<file path="config.mk">
export PLATFORM = sky130hd
export DESIGN_NAME = if_id_skid_stage
export DESIGN_NICKNAME = d
export VERILOG_FILES = /design/src/rtl/if_id_skid_stage.sv
export SDC_FILE = /design/constraint.sdc
export NUM_CORES = 1
export LEC_CHECK = 0
export CORE_ASPECT_RATIO = 0.7
export CORE_MARGIN = 2
export CORE_UTILIZATION = 53
export CTS_CLUSTER_SIZE = 16
export DETAILED_ROUTE_END_ITERATION = 12
export GPL_TIMING_DRIVEN = 1
export MAX_ROUTING_LAYER = met4
export PLACE_DENSITY = 0.88
export SKIP_CTS_REPAIR_TIMING = 1
export SLEW_MARGIN = 20
export SYNTH_ARGS = -nofsm -noshare
export SYNTH_HDL_FRONTEND = slang
export SYNTH_SLANG_ARGS = --single-unit
</file>
<file path="constraint.sdc">
create_clock -name CLK -period 3.05 [get_ports CLK]
set_input_delay 0.61 -clock CLK [delete_from_list [all_inputs] [get_ports CLK]]
set_output_delay 0.61 -clock CLK [all_outputs]
set_load 0.03 [all_outputs]
</file>
<file path="src/rtl/if_id_skid_stage.sv">
// IF/ID stage register with a 2-entry skid buffer and ready/valid on both sides.
// Optional saturating stall counter enabled by defining IF_ID_STALL_CNT_EN.
module if_id_skid_stage #(
  parameter int unsigned INSTR_W = 32,
  parameter int unsigned PC_W = 32,
  parameter logic [INSTR_W-1:0] NOP_INSTR = '0,
  parameter int unsigned CNT_W = 16
) (
  input  logic               CLK,
  input  logic               RST_N,
  input  logic               in_valid,
  output logic               in_ready,
  input  logic [INSTR_W-1:0] instr_in,
  input  logic [PC_W-1:0]    pc4_in,
  input  logic               flush,
  output logic               out_valid,
  input  logic               out_ready,
  output logic [INSTR_W-1:0] instr_out,
  output logic [PC_W-1:0]    pc4_out
`ifdef IF_ID_STALL_CNT_EN
  ,
  output logic [CNT_W-1:0]   stall_cnt
`endif
);

  logic               main_v_q, main_v_d;
  logic [INSTR_W-1:0] main_instr_q, main_instr_d;
  logic [PC_W-1:0]    main_pc4_q, main_pc4_d;
  logic               skid_v_q, skid_v_d;
  logic [INSTR_W-1:0] skid_instr_q, skid_instr_d;
  logic [PC_W-1:0]    skid_pc4_q, skid_pc4_d;
  logic               accept;
  logic               drain;

  assign in_ready  = !skid_v_q;
  assign accept    = in_valid && in_ready;
  assign drain     = main_v_q && out_ready;
  assign out_valid = main_v_q;
  assign instr_out = main_instr_q;
  assign pc4_out   = main_pc4_q;

  // Next-state for both entries; flush overrides everything.
  always_comb begin
    main_v_d     = main_v_q;
    main_instr_d = main_instr_q;
    main_pc4_d   = main_pc4_q;
    skid_v_d     = skid_v_q;
    skid_instr_d = skid_instr_q;
    skid_pc4_d   = skid_pc4_q;
    if (flush) begin
      main_v_d     = 1'b0;
      main_instr_d = NOP_INSTR;
      main_pc4_d   = pc4_in;
      skid_v_d     = 1'b0;
    end else if (!main_v_q || drain) begin
      if (skid_v_q) begin
        main_v_d     = 1'b1;
        main_instr_d = skid_instr_q;
        main_pc4_d   = skid_pc4_q;
        skid_v_d     = accept;
        if (accept) begin
          skid_instr_d = instr_in;
          skid_pc4_d   = pc4_in;
        end
      end else if (accept) begin
        main_v_d     = 1'b1;
        main_instr_d = instr_in;
        main_pc4_d   = pc4_in;
      end else begin
        main_v_d     = 1'b0;
        main_instr_d = NOP_INSTR;
      end
    end else if (accept) begin
      skid_v_d     = 1'b1;
      skid_instr_d = instr_in;
      skid_pc4_d   = pc4_in;
    end
  end

  // Entry registers.
  always_ff @(posedge CLK or negedge RST_N) begin
    if (!RST_N) begin
      main_v_q     <= 1'b0;
      main_instr_q <= NOP_INSTR;
      main_pc4_q   <= '0;
      skid_v_q     <= 1'b0;
      skid_instr_q <= '0;
      skid_pc4_q   <= '0;
    end else begin
      main_v_q     <= main_v_d;
      main_instr_q <= main_instr_d;
      main_pc4_q   <= main_pc4_d;
      skid_v_q     <= skid_v_d;
      skid_instr_q <= skid_instr_d;
      skid_pc4_q   <= skid_pc4_d;
    end
  end

`ifdef IF_ID_STALL_CNT_EN
  logic [CNT_W-1:0] cnt_q, cnt_d;

  // Saturating count of cycles a valid output waits on decode.
  always_comb begin
    cnt_d = cnt_q;
    if (main_v_q && !out_ready && !(&cnt_q)) begin
      cnt_d = cnt_q + 1'b1;
    end
  end

  // Counter register; only reset clears it.
  always_ff @(posedge CLK or negedge RST_N) begin
    if (!RST_N) begin
      cnt_q <= '0;
    end else begin
      cnt_q <= cnt_d;
    end
  end

  assign stall_cnt = cnt_q;
`endif

endmodule

</file>
=== Word level (Yosys, flattened, before mapping) ===
Index checks and enable logic that the tools add are counted.

* Muxes and demuxes: 22
* Equal/unequal tests: 1
* Bitwise operators: 1
* Reduce and logical (&&, ||, !) cells: 10

{| class="wikitable"
|+ Operators by type and width
! cell !! number
|-
| $mux 32 || 14
|-
| $mux 1 || 8
|-
| $reduce_bool 3->1 || 2
|-
| $reduce_and 2->1 || 2
|-
| $logic_and 1x1->1 || 2
|-
| $logic_not 1->1 || 2
|-
| $ne 2x2->1 const B || 1
|-
| $reduce_bool 2->1 || 1
|-
| $logic_or 1x1->1 || 1
|-
| $not 1->1 || 1
|}

* Input bits: 69
* Register bits after elaboration: 130
* Word-level logic and storage cells: 40

=== Logic depth before layout (Yosys ltp) ===
* Word-level depth: 6
* Mapped depth: 6

=== Worst setup path before layout ===
Ideal clock, no wire load.

* Path type: input-to-reg
* Start point: input port flush
* End point: register main_pc4_q[10] (netlist: pc4_out[10])
* Slack: 1.287 ns
* Stages: 5
* Arrival time: 1.638 ns
* Path through: nor2b_1 clkbuf_2 buf_2 mux2_2 mux2_2

* Cells in the longest elaborated chain, start to end: 2
* Elaborated cells between the ends (all ways): 4
* Those cells by class: 1 x mux; 3 x reduce/logical

{| class="wikitable"
|+ Ends and longest elaborated chain
! element !! line !! source
|-
| start: declaration || 15 || <nowiki>input logic flush,</nowiki>
|-
| $reduce_bool 3->1 (no line) or $reduce_bool 2->1 (tied branches) || - ||
|-
| $reduce_and 2->1 (no line) || - ||
|-
| end signal: assignment || 92 || <nowiki>main_pc4_q <= main_pc4_d;</nowiki>
|-
| end: declaration || 28 || <nowiki>logic [PC_W-1:0] main_pc4_q, main_pc4_d;</nowiki>
|}

Parallel ways exist; a longest one is shown, timed or not.
A chain may end at the register's enable or synchronous reset.

=== Worst setup path in the final report ===
* Start point: register skid_v_q
* End point: output port in_ready

* Cells in the longest elaborated chain, start to end: 1

{| class="wikitable"
|+ Ends and longest elaborated chain
! element !! line !! source
|-
| start: declaration || 29 || <nowiki>logic skid_v_q, skid_v_d;</nowiki>
|-
| start signal: assignment || 93 || <nowiki>skid_v_q <= skid_v_d;</nowiki>
|-
| $logic_not 1->1 || 35 || <nowiki>assign in_ready = !skid_v_q;</nowiki>
|-
| end: declaration || 12 || <nowiki>output logic in_ready,</nowiki>
|}

Every way passes these cells.

==> impl_metrics.json <==
{
  "clkSlewWorstSetupHoldPaths_ns": 0.06,
  "drtIter0Drc": 208,
  "drv_slew": 0,
  "hold_path.class": "in -> async",
  "synth-seq-cells": 130,
  "slew_headroom_pct": 34.51,
  "leakagePower_nw": 3.188,
  "port_buffers": 134,
  "num_rows": 30,
  "dp_hpwl_mm": 7.961,
  "clockBufferDepth": 2,
  "ys_warn_count": 0,
  "grt_use_total_pct": 24.65,
  "setup_violations": 0,
  "htreeDepth": 4,
  "drive_gt1_share_pct": 20.41,
  "vdd_drop_max_mv": 0.4017,
  "drc_errors": 0,
  "synthToLayoutAreaGrowth_pct": 38.44,
  "cts_tree": "yes",
  "antenna_cells": 0,
  "cts.sinks": 130,
  "rsz0062_at_grt": "false",
  "finalNetCount": 595,
  "start_util_pct": 55.10,
  "yosysSeqAreaShare_pct": 60.03,
  "vias": 3715,
  "layout_common_cells": "133 x clkdlybuf4s50_1, 130 x dfrtp_1, 64 x mux2_2, 64 x mux2_1",
  "dieArea_um2": 11060,
  "grt_pass1_wl_mm": 20.33,
  "vias_per_cell": 5.570,
  "dp_cells": 635,
  "wl_per_cell_um": 18.88,
  "p_total_mw": 4.992,
  "finalNonFillerCells": 667,
  "numCtsBuffers": 17,
  "ys_types": 17,
  "drt_wl_total_mm": 12.60,
  "r2r_start": "skid_v_q",
  "multi_input_area_um2": 2063,
  "syn_area_um2": 5419,
  "synthCells": 392,
  "root_buffer": "clkbuf_16",
  "grt.overflow.total": 0,
  "status": "finished, final reports clean",
  "syn_nets": 461,
  "hold_viol": 0,
  "die_h_um": 88.60,
  "grt_pass1_vias": 4050,
  "crit_fanout": 18,
  "arrival_ns": 1.87,
  "end_kind": "primary output",
  "synth_area_per_cell_um2": 13.82,
  "finalWeightedCongestion": 0.7916,
  "max_slew.worst_pin.slew_ns": 0.9797,
  "setup_tns_ns": 0,
  "io_pins": 135,
  "die_x_um": 124.9,
  "regArea_um2": 3253,
  "ant_nets": 0,
  "drt-pass1-iter-count": 5,
  "cp.required_ns": 2.44,
  "skew_ns": 0.007535,
  "fill_cells": 627,
  "antenna_found_initial": 0,
  "worstSetupPathType": "reg -> out",
  "core_area_um2": 9834,
  "min_period_ns": 2.478,
  "layout_commonest_cell": "clkdlybuf4s50_1",
  "power_density_nw_per_um2": 665.4,
  "grt_start_max_net_pins": 83,
  "max_cap_viol_count": 0,
  "max_freq_mhz": 403.6,
  "worstSkewPairLatency_ns": 0.40,
  "cp-startpoint": "skid_v_q",
  "finish.utilization_pct": 76.29,
  "fin_crit_sh_pct": 81.23,
  "startpoint_type": "flop"
}
## per-stage QoR
stage                     worst slack (ns)  cell area, µm²  hold slack [ns]
after floorplan                      1.287            5419           0.3144
after global placement              0.4576            6892           0.4626
after detailed placement            0.4361            6892           0.4691
after CTS                           0.5506            7502           0.2365
after global routing                0.4745            7502           0.2408
final                               0.5724            7502           0.2073
## cells by family after synthesis
group / Yosys count / synth area share, %
AOI/OAI and AO/OA: 66 / 7.666
buffers and inverters: 28 / 2.378
DFF: 130 / 60.03
muxes: 128 / 26.60
and+or+nand+nor: 40 / 3.325
## flip-flops by register name, summed over array words and instances (netlist names)
register      cells
skid_v_q          1
instr_out        32
out_valid         1
pc4_out          32
skid_pc4_q       32
skid_instr_q     32
## Yosys cell counts
| master | number | area [µm²] |
|---|---|---|
| dfrtp_1 | 130 | 3253 |
| mux2_1 | 64 | 720.7 |
| mux2_2 | 64 | 720.7 |
| a22oi_1 | 32 | 240.2 |
| nand2_1 | 32 | 120.1 |
| o21ai_0 | 32 | 160.2 |
| buf_2 | 12 | 60.06 |
| clkbuf_1 | 12 | 45.04 |
| nor2b_1 | 4 | 25.02 |
| buf_4 | 2 | 15.01 |
| o21bai_1 | 2 | 15.01 |
| clkbuf_2 | 1 | 5.000 |
| inv_1 | 1 | 3.750 |
| nand2_2 | 1 | 6.260 |
| nor2_1 | 1 | 3.750 |
| nor3b_4 | 1 | 18.77 |
| or2_2 | 1 | 6.260 |
## worst paths after layout
kind / end / slack, ns / depth (start not counted)
hold / removal: skid_pc4_q[3] / 0.21 / 2
min in group CLK: instr_out[22] / 0.48 / 2
max in group asynchronous: skid_pc4_q[25] / 2.32 / 2
setup reg to reg: pc4_out[18] / 0.71 / 3
setup / recovery: in_ready / 0.57 / 2
hold reg to reg: instr_out[22] / 0.48 / 2
## power breakdown
part	switching, mW	leakage (nW)	internal (mW)	total [mW]
combinational	0.366	1.28	0.397	0.764
clock	0.710	0.298	1.33	2.04
sequential	0.167	1.61	2.02	2.19
total	1.24	3.19	3.75	4.99
## worst max-delay path, stage by stage, from the launching register on
cell	delay, ns
dfrtp_1	0.75
inv_1	0.09
clkdlybuf4s50_1	0.61
## metal layers
layer	wire length, µm	GRT usage [%]	vias to the layer above
li1	-	-	1679
met1	5297	29.09	1883
met2	6392	41.43	129
met3	663	6.288	24
met4	242	10.00	0
met5	0	-	-
## cell type report
class,instances,area share (%)
timing repair buffer,142,18.81
inverter,1,0.05003
multi-input combinational,234,27.50
tap,128,2.135
sequential,130,43.36
clock inverter,8,1.318
clock buffer,24,6.821
Note: power is estimated with default switching activity, not from simulation.
